[src/rtl/instr_pkg.sv]
// Shared RV32I encoding definitions: format classes, major opcodes and
// immediate range limits. The decoder imports this same package.
package instr_pkg;

  typedef enum logic [2:0] {
    FMT_R     = 3'd0,
    FMT_I_ALU = 3'd1,
    FMT_LOAD  = 3'd2,
    FMT_S     = 3'd3,
    FMT_B     = 3'd4,
    FMT_JAL   = 3'd5,
    FMT_JALR  = 3'd6,
    FMT_LUI   = 3'd7
  } fmt_e;

  localparam logic [6:0] OP_R     = 7'b0110011;
  localparam logic [6:0] OP_I_ALU = 7'b0010011;
  localparam logic [6:0] OP_LOAD  = 7'b0000011;
  localparam logic [6:0] OP_S     = 7'b0100011;
  localparam logic [6:0] OP_B     = 7'b1100011;
  localparam logic [6:0] OP_JAL   = 7'b1101111;
  localparam logic [6:0] OP_JALR  = 7'b1100111;
  localparam logic [6:0] OP_LUI   = 7'b0110111;

  localparam logic signed [31:0] IMM12_MIN = -32'sd2048;
  localparam logic signed [31:0] IMM12_MAX = 32'sd2047;
  localparam logic signed [31:0] IMMB_MIN  = -32'sd4096;
  localparam logic signed [31:0] IMMB_MAX  = 32'sd4094;
  localparam logic signed [31:0] IMMJ_MIN  = -32'sd1048576;
  localparam logic signed [31:0] IMMJ_MAX  = 32'sd1048574;

  // Shift-immediate forms of OP-IMM (SLLI / SRLI / SRAI).
  function automatic logic is_shift(input logic [2:0] funct3);
    return (funct3 == 3'b001) || (funct3 == 3'b101);
  endfunction

  // True when the immediate cannot be represented exactly by the class's field map.
  function automatic logic imm_violation(input fmt_e fmt, input logic [2:0] funct3,
                                         input logic [31:0] imm);
    logic signed [31:0] simm;
    logic               viol;
    simm = $signed(imm);
    viol = 1'b0;
    case (fmt)
      FMT_I_ALU: begin
        if (is_shift(funct3)) begin
          viol = (imm[31:5] != 27'd0);
        end else begin
          viol = (simm < IMM12_MIN) || (simm > IMM12_MAX);
        end
      end
      FMT_LOAD, FMT_JALR, FMT_S: viol = (simm < IMM12_MIN) || (simm > IMM12_MAX);
      FMT_B:   viol = (simm < IMMB_MIN) || (simm > IMMB_MAX) || imm[0];
      FMT_JAL: viol = (simm < IMMJ_MIN) || (simm > IMMJ_MAX) || imm[0];
      FMT_LUI: viol = (imm[11:0] != 12'd0);
      default: viol = 1'b0;
    endcase
    return viol;
  endfunction

endpackage

[src/rtl/instr_fifo.sv]
// Generic DEPTH x WIDTH synchronous FIFO with occupancy count.
// Push is ignored when full, pop is ignored when empty; rdata reads 0 when empty.
module instr_fifo
  import instr_pkg::*;
#(
  parameter int DEPTH = 2,
  parameter int WIDTH = 33,
  parameter int PTR_W = $clog2(DEPTH)
) (
  input  logic             clk,
  input  logic             rst_n,
  input  logic             push,
  input  logic             pop,
  input  logic [WIDTH-1:0] wdata,
  output logic [WIDTH-1:0] rdata,
  output logic [PTR_W:0]   count,
  output logic             full,
  output logic             empty
);

  localparam int CNT_W = PTR_W + 1;

  logic [WIDTH-1:0] mem_r [DEPTH];
  logic [PTR_W-1:0] wr_ptr_r;
  logic [PTR_W-1:0] rd_ptr_r;
  logic [CNT_W-1:0] count_r;
  logic             push_ok_s;
  logic             pop_ok_s;

  assign full      = (count_r == CNT_W'(DEPTH));
  assign empty     = (count_r == CNT_W'(0));
  assign count     = count_r;
  assign push_ok_s = push & ~full;
  assign pop_ok_s  = pop & ~empty;
  assign rdata     = empty ? {WIDTH{1'b0}} : mem_r[rd_ptr_r];

  // Storage, wrapping pointers and occupancy; reset discards all queued entries.
  always_ff @(posedge clk or negedge rst_n) begin
    if (!rst_n) begin
      for (int i = 0; i < DEPTH; i++) begin
        mem_r[i] <= {WIDTH{1'b0}};
      end
      wr_ptr_r <= {PTR_W{1'b0}};
      rd_ptr_r <= {PTR_W{1'b0}};
      count_r  <= {CNT_W{1'b0}};
    end else begin
      if (push_ok_s) begin
        mem_r[wr_ptr_r] <= wdata;
        wr_ptr_r        <= wr_ptr_r + PTR_W'(1);
      end
      if (pop_ok_s) begin
        rd_ptr_r <= rd_ptr_r + PTR_W'(1);
      end
      case ({push_ok_s, pop_ok_s})
        2'b10:   count_r <= count_r + CNT_W'(1);
        2'b01:   count_r <= count_r - CNT_W'(1);
        default: count_r <= count_r;
      endcase
    end
  end

endmodule

[src/rtl/instr_encoder.sv]
// RV32I instruction encoder: packs a decoded field bundle into a 32-bit word
// and queues it in an output FIFO. Optional macro INSTR_ENCODER_CHECK_EN adds a
// per-entry flag for immediates that the field map cannot represent exactly.
module instr_encoder
  import instr_pkg::*;
#(
  parameter int DEPTH = 2,
  parameter int PTR_W = $clog2(DEPTH)
) (
  input  logic        clk,
  input  logic        rst_n,
  input  logic        in_valid,
  output logic        in_ready,
  input  logic [2:0]  in_fmt,
  input  logic [2:0]  in_funct3,
  input  logic [6:0]  in_funct7,
  input  logic [4:0]  in_rd,
  input  logic [4:0]  in_rs1,
  input  logic [4:0]  in_rs2,
  input  logic [31:0] in_imm,
  output logic        out_valid,
  input  logic        out_ready,
  output logic [31:0] out_instr,
  output logic        out_err
);

  localparam int CNT_W = PTR_W + 1;
`ifdef INSTR_ENCODER_CHECK_EN
  localparam int FIFO_W = 33;
`else
  localparam int FIFO_W = 32;
`endif

  fmt_e              fmt_s;
  logic [31:0]       word_s;
  logic [FIFO_W-1:0] wdata_s;
  logic [FIFO_W-1:0] rdata_s;
  logic [CNT_W-1:0]  count_s;
  logic              full_s;
  logic              empty_s;
  logic              push_s;
  logic              pop_s;

  assign fmt_s = fmt_e'(in_fmt);

  // Field packing per format class; fields a class does not use stay zero.
  always_comb begin
    word_s = 32'd0;
    case (fmt_s)
      FMT_R: word_s = {in_funct7, in_rs2, in_rs1, in_funct3, in_rd, OP_R};
      FMT_I_ALU: begin
        if (is_shift(in_funct3)) begin
          word_s = {in_funct7, in_imm[4:0], in_rs1, in_funct3, in_rd, OP_I_ALU};
        end else begin
          word_s = {in_imm[11:0], in_rs1, in_funct3, in_rd, OP_I_ALU};
        end
      end
      FMT_LOAD: word_s = {in_imm[11:0], in_rs1, in_funct3, in_rd, OP_LOAD};
      FMT_S:    word_s = {in_imm[11:5], in_rs2, in_rs1, in_funct3, in_imm[4:0], OP_S};
      FMT_B:    word_s = {in_imm[12], in_imm[10:5], in_rs2, in_rs1, in_funct3,
                          in_imm[4:1], in_imm[11], OP_B};
      FMT_JAL:  word_s = {in_imm[20], in_imm[10:1], in_imm[11], in_imm[19:12], in_rd, OP_JAL};
      FMT_JALR: word_s = {in_imm[11:0], in_rs1, 3'b000, in_rd, OP_JALR};
      FMT_LUI:  word_s = {in_imm[31:12], in_rd, OP_LUI};
      default:  word_s = 32'd0;
    endcase
  end

`ifdef INSTR_ENCODER_CHECK_EN
  logic err_s;

  // Immediate range/alignment verdict, stored with the word at accept.
  always_comb begin
    err_s = imm_violation(fmt_s, in_funct3, in_imm);
  end

  assign wdata_s = {err_s, word_s};
  assign out_err = rdata_s[32];
`else
  assign wdata_s = word_s;
  assign out_err = 1'b0;
`endif

  // Acceptance depends only on registered occupancy, never on out_ready.
  assign in_ready  = (count_s != CNT_W'(DEPTH));
  assign push_s    = in_valid & ~full_s;
  assign pop_s     = out_valid & out_ready;
  assign out_valid = ~empty_s;
  assign out_instr = rdata_s[31:0];

  instr_fifo #(
    .DEPTH (DEPTH),
    .WIDTH (FIFO_W),
    .PTR_W (PTR_W)
  ) u_fifo (
    .clk   (clk),
    .rst_n (rst_n),
    .push  (push_s),
    .pop   (pop_s),
    .wdata (wdata_s),
    .rdata (rdata_s),
    .count (count_s),
    .full  (full_s),
    .empty (empty_s)
  );

endmodule

[config.mk]
export PLATFORM = sky130hd
export DESIGN_NAME = instr_encoder
export DESIGN_NICKNAME = d
export VERILOG_FILES = /design/src/rtl/instr_pkg.sv /design/src/rtl/instr_fifo.sv /design/src/rtl/instr_encoder.sv
export SDC_FILE = /design/constraint.sdc
export NUM_CORES = 1
export LEC_CHECK = 0
export ABC_CLOCK_PERIOD_IN_PS = 1800
export CORE_ASPECT_RATIO = 1.4
export CORE_MARGIN = 2
export CORE_UTILIZATION = 49
export DETAILED_ROUTE_END_ITERATION = 8
export PLACE_DENSITY = 0.81
export RECOVER_POWER = 50
export SLEW_MARGIN = 20
export SYNTH_ARGS = -nofsm -noshare
export SYNTH_HDL_FRONTEND = slang
export SYNTH_SLANG_ARGS = --single-unit
export TNS_END_PERCENT = 10
[constraint.sdc]
create_clock -name clk -period 1.8 [get_ports clk]
set_clock_uncertainty 0.15 [all_clocks]
set_input_delay 0.36 -clock clk [delete_from_list [all_inputs] [get_ports clk]]
set_output_delay 0.36 -clock clk [all_outputs]
set_load 0.1 [all_outputs]
# --- Yosys cells after proc, flatten, opt, wreduce, memory -nomap -nowiden ---
# Cells that the tools add are included.
op_classes:
  add_sub_neg: 4
  order_cmp: 3
  eq_ne: 13
  mux: 10
  n_bitwise: 8
  reduce_logical: 5
ops:
  columns: ["op", "count"]
  rows:
  - ["32-bit one-hot mux with 8 select lines", 1]
  - ["32-bit two-way mux", 6]
  - ["64-bit bitwise mux", 1]
  - ["32-bit demux with 1-bit select", 1]
  - ["3-bit == test, second input constant", 5]
  - ["3-bit by 1-bit == test with 1-bit output, second input constant", 2]
  - ["3-bit by 2-bit == test with 1-bit output, second input constant", 2]
  - ["1-bit bitwise AND", 4]
  - ["2-bit == test, second input constant", 2]
  - ["2-bit >= comparator, second input constant", 2]
  - ["1-bit inverter with 2-bit output", 2]
  - ["2-bit one-hot mux with 2 select lines", 1]
  - ["3-bit zero test", 1]
  - ["1-bit adder, second input constant", 2]
  - ["2-bit by 1-bit adder with 2-bit output, second input constant", 1]
  - ["2-bit by 1-bit == test with 1-bit output, second input constant", 1]
  - ["2-bit zero test", 1]
  - ["2-bit by 1-bit less-than comparator with 1-bit output, second input constant", 1]
  - ["2-bit != test, second input constant", 1]
  - ["1-bit inverter", 2]
  - ["2-bit nonzero test", 1]
  - ["2-bit by 1-bit subtractor with 2-bit output, second input constant", 1]
  - ["1-bit logical AND", 1]
  - ["1-bit logical OR", 1]
totals:
  register_bits: 68
  inputBits: 64
  out_inout_bits: 35

# --- Depth between registers and ports, before layout ---
# Gate-level depths: netlist of run 1.
depth:
  word_depth: 6
  ltp_mapped: 7

# --- Hierarchy ---
# Synthesis of run 1 repeated with hierarchy kept, for this count alone.
unflattened:
  hier_cells: 377
  hier_area_um2: 4119.0
modules_own_cells:
  columns: ["module", "n_inst", "cells_per_inst", "area_each_um2", "seq_area_each_um2"]
  rows:
  - ["instr_fifo", 1, 224, 3070.4, 1701.6]
  - ["instr_encoder", 1, 153, 1048.5, 0.0]

# --- Worst setup path before layout of run 1 ---
# Ideal clock, no wire load.
synth_path:
  path_kind: "reg2out"
  from: "register u_fifo.count_r[0], in the netlist u_fifo.count[0]"
  to: "output out_instr[1]"
  arrival_ps: 2471
  required_ps: 1290
  setup_slack_ps: -1181
  stages_incl_launch_ff: 5
  n_path_buf: 2
  cell_sequence: "dfrtp_1 > nor2_1 > clkbuf_1 > nor2_1 > buf_4"
synth_via:
  elab_chain_cells: 2
synth_rtl:
  columns: ["element", "line_no", "rtl"]
  rows:
  - ["from (decl)", "instr_fifo.sv:26", "logic [CNT_W-1:0] count_r;"]
  - ["from (signal assigned)", "instr_fifo.sv:45", "count_r <= {CNT_W{1'b0}};"]
  - ["from (signal assigned)", "instr_fifo.sv:55", "2'b10: count_r <= count_r + CNT_W'(1);"]
  - ["from (signal assigned)", "instr_fifo.sv:56", "2'b01: count_r <= count_r - CNT_W'(1);"]
  - ["2-bit zero test", "instr_fifo.sv:31", "assign empty = (count_r == CNT_W'(0));"]
  - ["32-bit two-way mux", "instr_fifo.sv:35", "assign rdata = empty ? {WIDTH{1'b0}} : mem_r[rd_ptr_r];"]
  - ["to (decl)", "instr_encoder.sv:23", "output logic [31:0] out_instr,"]
# Every way passes these cells.

# --- Final worst setup path of run 1 ---
layout_path:
  from: "register u_fifo.rd_ptr_r"
  to: "output out_instr[25]"
layout_via:
  elab_chain_cells: 5
layout_rtl:
  columns: ["element", "line_no", "rtl"]
  rows:
  - ["from (decl)", "instr_fifo.sv:25", "logic [PTR_W-1:0] rd_ptr_r;"]
  - ["from (signal assigned)", "instr_fifo.sv:44", "rd_ptr_r <= {PTR_W{1'b0}};"]
  - ["from (signal assigned)", "instr_fifo.sv:52", "rd_ptr_r <= rd_ptr_r + PTR_W'(1);"]
  - ["1-bit inverter with 2-bit output (not written as such)", "instr_fifo.sv:35", null]
  - ["32-bit two-way mux (not written as such) (3 in series)", "instr_fifo.sv:35", null]
  - ["32-bit two-way mux", "instr_fifo.sv:35", null]
# Every way passes these cells. The select of a mux whose other input is x is not followed.

==> results of run 1 <==
==> cells in the mapped netlist, types with 2 or more instances <==
library cell / n
o21ai_0: 46
nand2_1: 61
mux2_2: 12
nor2b_1: 5
nand3b_1: 2
nand2b_1: 7
nand3_1: 2
o31ai_1: 8
nor2_1: 47
xor2_1: 2
o211ai_1: 5
and3b_1: 2
mux2i_1: 49
buf_6: 2
nor4b_1: 2
a21oi_1: 11
buf_4: 5
o41ai_2: 2
clkbuf_1: 14
dfrtp_1: 66
buf_2: 10
a32o_1: 2
or4_1: 2
nor3b_1: 2
inv_1: 6
o311ai_2: 4
a22oi_1: 3
xnor2_1: 3
==> per-layer routing <==
metal | up-vias | wire (um) | global-route usage (%)
li1 | 1636 | - | -
met1 | 1832 | 4420 | 28.8
met2 | 162 | 7000 | 51.2
met3 | 48 | 517 | 3.69
met4 | 0 | 588 | 20.7
met5 | - | 0 | 0
==> logic make-up after synthesis <==
group	after synthesis	share of synthesized area, %
other	1	0.100
XOR/XNOR	5	1.17
buffers and inverters	38	5.05
AND/OR/NAND/NOR	140	16.9
multiplexers	62	17.1
flip-flops	66	44.2
adder cells (fa/ha/maj)	1	0.335
AO/OA/AOI/OAI	86	15.1
==> per-stage QoR <==
stage	cell area (um^2)	setup slack, ps	setup TNS, ps
6_report	6200	-309	-7890
5_1_grt	6200	-386	-11610
4_1_cts	6040	-265	-7380
3_5_place_dp	5640	-549	-18830
3_3_place_gp	5640	-411	-15400
2_1_floorplan	4040	-312	-8190
==> timing repair <==
| item | in CTS | in global routing |
|---|---|---|
| hold endpoints to repair | 18 | 0 |
| setup endpoints to repair | 63 | 65 |
| buffers inserted | 2 | 2 |
| gates resized for setup | 20 | 24 |
| pin swaps | 4 | 4 |
| gates cloned | 1 | 2 |
| hold buffers | 1 | 0 |
==> sequential cells by signal (all words and copies together) (netlist names) <==
name	cells
u_fifo.mem_r	62
u_fifo.count	2
u_fifo.rd_ptr_r	1
u_fifo.wr_ptr_r	1
==> cell type report <==
type                            instances  area (um^2)
Clock buffer                            9          124
Tap cell                               97          121
Inverter                                6         26.3
Multi-Input combinational cell        295         2310
Timing Repair Buffer                  142         1810
Clock inverter                          7          141
Fill cell                             358         1160
Sequential cell                        66         1650
==> final timing paths <==
kind | startpoint | to | slack, ps
worst min register to register | u_fifo.mem_r[33]$_DFFE_PN0P_ | u_fifo.mem_r[33]$_DFFE_PN0P_ | 330
worst max-delay path | u_fifo.rd_ptr_r$_DFFE_PN0N_ | out_instr[25] | -310
min in group asynchronous | rst_n | u_fifo.mem_r[36]$_DFFE_PN0P_ | 370
max in group asynchronous | rst_n | u_fifo.rd_ptr_r$_DFFE_PN0N_ | 300
worst min-delay path | u_fifo.mem_r[33]$_DFFE_PN0P_ | u_fifo.mem_r[33]$_DFFE_PN0P_ | 330
worst max register to register | u_fifo.count[1]$_DFFE_PN0P_ | u_fifo.mem_r[52]$_DFFE_PN0P_ | -30
==> impl_metrics.env, run 1 <==
export IMPL_initial_core_util_pct=50.8
export IMPL_async_flop_share_pct=100
export IMPL_final_util_pct=84.2
export IMPL_numCtsBuffers=9
export IMPL_final_common_cell="dfrtp_1"
export IMPL_holdPathStages=1
export IMPL_die_w_um=77.8
export IMPL_num_vias=3678
export IMPL_worstPathRequired_ps=1290
export IMPL_status="finished, violations left"
export IMPL_cpPeakStageDelay_ps=450
export IMPL_die_area_um2=8350
export IMPL_syn_to_final_growth_pct=65.7
export IMPL_clockBufferDepth=2
export IMPL_drive_above_1_share_pct=34.9
export IMPL_synth_top_area_share_pct=44.2
export IMPL_synth_edf_count=0
export IMPL_synth_seq_cells=66
export IMPL_final_nets=585
export IMPL_core_um2=7360
export IMPL_max_slew_margin_pct=64.2
export IMPL_ys_seq_area_share_pct=44.2
export IMPL_cpMaxStageDelayCell="dfrtp_2"
export IMPL_cts_tree="done"
export IMPL_mappedNetlistArea_um2=3740
export IMPL_setup_slack_ps=-309
export IMPL_worst_hold_slack_ps=331
export IMPL_path_cells="clkbuf_16 > mux2i_1 > nor2_4 > buf_12"
export IMPL_setup_viol=45
export IMPL_synth_cells=399
export IMPL_num_antenna_cells=0
export IMPL_hold_class="reg -> reg"
export IMPL_yosysWarnings=0
export IMPL_rsz0062_at_grt="true"
export IMPL_fin_crit_sh_pct=117
export IMPL_ios=99
export IMPL_routed_wl_um=12500
export IMPL_slew_viol_final=0
export IMPL_violations="setup timing"
export IMPL_wl_per_cell_um=20.1
export IMPL_antenna_found_initial=0
export IMPL_clock_latency_ps=340
export IMPL_yosysTopAreaCell="dfrtp_1"
export IMPL_startpoint_type="register"
export IMPL_track_usage_pct=28.0
export IMPL_grt_pass1_wl_um=18000
export IMPL_fin_cells=622
export IMPL_worstSetupPathType="reg -> out"
export IMPL_worstPathArrival_ps=1600
export IMPL_hpwl_um=7750
export IMPL_reg2regPathDepth=5
export IMPL_synth_cell_type_count=45
export IMPL_ant_nets=0
export IMPL_grt_max_degree=33
export IMPL_ys_flop_type="dfrtp_1"
export IMPL_crit_family="flip-flops"
export IMPL_clk_pin_slew_worst_paths_ps=70
export IMPL_postSynthAreaPerCell_um2=9.37
export IMPL_globalRoute_totalOverflow=0
export IMPL_via_per_inst=5.91
export IMPL_rows=37
export IMPL_max_freq_ghz=0.474
export IMPL_synth_nets=464
export IMPL_period_needed_ps=2110
export IMPL_remaining_drc_errors=0
export IMPL_root_buffer="clkbuf_8"
export IMPL_hold_viol=0
export IMPL_port_buffers=97
export IMPL_critical_path_depth=4
export IMPL_path_buf_inv=2
export IMPL_firstDrtPassIters=5
export IMPL_numClockSinks=66
export IMPL_drt_initial_drc_count=263
export IMPL_placedCellCount=598
export IMPL_grt_pass1_vias=3770
export IMPL_cts_max_level=3
export IMPL_synth_area_leaders="dfrtp_1 44%, mux2i_1 13%, o21ai_0 6.2%"
export IMPL_max_cap_violations=0
export IMPL_most_common_layout_cells="64 x dfrtp_1, 61 x nand2_1, 57 x clkdlybuf4s50_1"
export IMPL_crit_fanout=9
export IMPL_endpoint_kind="output pin"
export IMPL_worstMarginPinSlew_ps=537
export IMPL_gp_congestion=0.912
export IMPL_fp_dieH_um=107
Power of run 1 is left out: the tool's default activity adds up to more than one toggle a clock period on the data nets, which glitch-free logic cannot reach.
==> inputs of run 2 (changes only) <==
SKIP_CTS_REPAIR_TIMING = 1   (was not set)
TNS_END_PERCENT = 20   (was 10)
==> run 2 against run 1 <==
Effect of this change:
- clock-buffer cell count is 2 higher
- setup slack better by 22 ps
- die area stayed put
- utilization is 1.3 points lower
- first-iteration DRC count is 22% lower
- cell area is 1.5% lower
- critical path depth is 1 higher
- the run still ends with setup timing left
- hold slack worse by 9.2 ps
- critical endpoint is now out_instr[29]
- critical path type unchanged
- sequential cell count stayed put
- largest cell class unchanged
==> impl_metrics.env, run 2 (synthesis results as in run 1) <==
export IMPL_core_um2=7360
export IMPL_die_w_um=77.8
export IMPL_port_buffers=97
export IMPL_num_vias=3524
export IMPL_period_needed_ps=2090
export IMPL_startpoint_type="register"
export IMPL_status="finished, violations left"
export IMPL_max_cap_violations=0
export IMPL_worstPathRequired_ps=1290
export IMPL_track_usage_pct=25.0
export IMPL_endpoint_kind="output pin"
export IMPL_antenna_found_initial=0
export IMPL_dpl_instance_area_um2=5660
export IMPL_fin_tns_setup_ps=-8350
export IMPL_final_util_pct=82.9
export IMPL_largest_register_ffs=62
export IMPL_design_area_um2=6100
export IMPL_numCtsBuffers=9
export IMPL_most_common_layout_cells="64 x dfrtp_1, 61 x nand2_1, 61 x clkdlybuf4s50_1"
export IMPL_gp_congestion=0.849
export IMPL_post_place_ws_ps=-560
export IMPL_slew_viol_final=0
export IMPL_num_antenna_cells=0
export IMPL_firstDrtPassIters=4
export IMPL_ios=99
export IMPL_remaining_drc_errors=0
export IMPL_numClockSinks=66
export IMPL_final_common_cell="dfrtp_1"
export IMPL_wl_per_cell_um=18.7
export IMPL_rows=37
export IMPL_max_flop_register="u_fifo.mem_r"
export IMPL_fillers=391
export IMPL_max_freq_ghz=0.479
export IMPL_ff_latch_area_um2=1650
export IMPL_crit_fanout=6
export IMPL_via_per_inst=5.71
export IMPL_worstPathArrival_ps=1580
export IMPL_setup_slack_ps=-287
export IMPL_hold_class="reg -> reg"
export IMPL_hpwl_um=7520
export IMPL_multi_input_area_um2=2300
export IMPL_fin_crit_sh_pct=116
export IMPL_drt_initial_drc_count=206
export IMPL_root_buffer="clkbuf_8"
export IMPL_worstMarginPinSlew_ps=892
export IMPL_initial_core_util_pct=50.8
export IMPL_clockBufferDepth=2
export IMPL_syn_to_final_growth_pct=63.2
export IMPL_clock_latency_ps=330
export IMPL_drive_above_1_share_pct=35.4
export IMPL_hold_viol=0
export IMPL_die_area_um2=8350
export IMPL_globalRoute_totalOverflow=0
export IMPL_clk_pin_slew_worst_paths_ps=70
export IMPL_ant_nets=0
export IMPL_fp_dieH_um=107
export IMPL_max_slew_margin_pct=40.5
export IMPL_grt_pass1_wl_um=16300
export IMPL_setup_viol=39
export IMPL_worstSetupPathType="reg -> out"
export IMPL_routed_wl_um=11500
export IMPL_grt_pass1_vias=3490
export IMPL_cts_tree="done"
export IMPL_violations="setup timing"
export IMPL_final_nets=580
export IMPL_grt_max_degree=67
export IMPL_cts_max_level=3
export IMPL_rsz0062_at_grt="true"
[run 2: cell types whose count changed in the layout (fill, tap and decap cells not counted), sizes merged, moves of 2 or more]
| cell | change |
|---|---|
| dlygate4sd2 | -2 |
| buf | -3 |
| bufinv | -3 |
| dlymetal6s2s | -2 |
| clkdlybuf4s50 | +4 |
[run 2: layout make-up]
cell class / count / area share (%)
Timing Repair Buffer: 137 / 29.4
Clock inverter: 5 / 0.861
Multi-Input combinational cell: 295 / 37.8
Tap cell: 97 / 1.99
Inverter: 6 / 0.431
Clock buffer: 11 / 2.48
Sequential cell: 66 / 27.1
[run 2: stage by stage]
step	hold WS, ps	cells
6_report	322	617
5_1_grt	345	617
4_1_cts	-117	615
3_5_place_dp	255	599
3_3_place_gp	245	599
2_1_floorplan	-85.6	399
[run 2: per-layer routing]
layer | track usage [%] | vias up | wire (um)
li1 | - | 1631 | -
met3 | 3.86 | 21 | 533
met1 | 27.4 | 1741 | 4130
met5 | 0 | - | 0
met4 | 11.1 | 0 | 277
met2 | 46.8 | 131 | 6610
[run 2: critical path, cell delays in order (launching register included)]
cell and delay, ps:
dfrtp_2 420, buf_12 150, clkbuf_16 160, mux2i_1 270
nor2_4 60, buf_12 170
[run 2: worst paths after layout]
| kind | startpoint | end | slack (ps) | depth (start not counted) |
|---|---|---|---|---|
| setup / recovery | u_fifo.rd_ptr_r$_DFFE_PN0N_ | out_instr[29] | -290 | 5 |
| hold / removal | u_fifo.mem_r[33]$_DFFE_PN0P_ | u_fifo.mem_r[33]$_DFFE_PN0P_ | 320 | 1 |
| setup reg to reg | u_fifo.count[0]$_DFFE_PN0P_ | u_fifo.count[1]$_DFFE_PN0P_ | -20 | 7 |
| hold reg to reg | u_fifo.mem_r[33]$_DFFE_PN0P_ | u_fifo.mem_r[33]$_DFFE_PN0P_ | 320 | 1 |
| max in group asynchronous | rst_n | u_fifo.rd_ptr_r$_DFFE_PN0N_ | 250 | 3 |
| min in group asynchronous | rst_n | u_fifo.mem_r[57]$_DFFE_PN0P_ | 630 | 3 |
Power of run 2 is left out for the same reason.
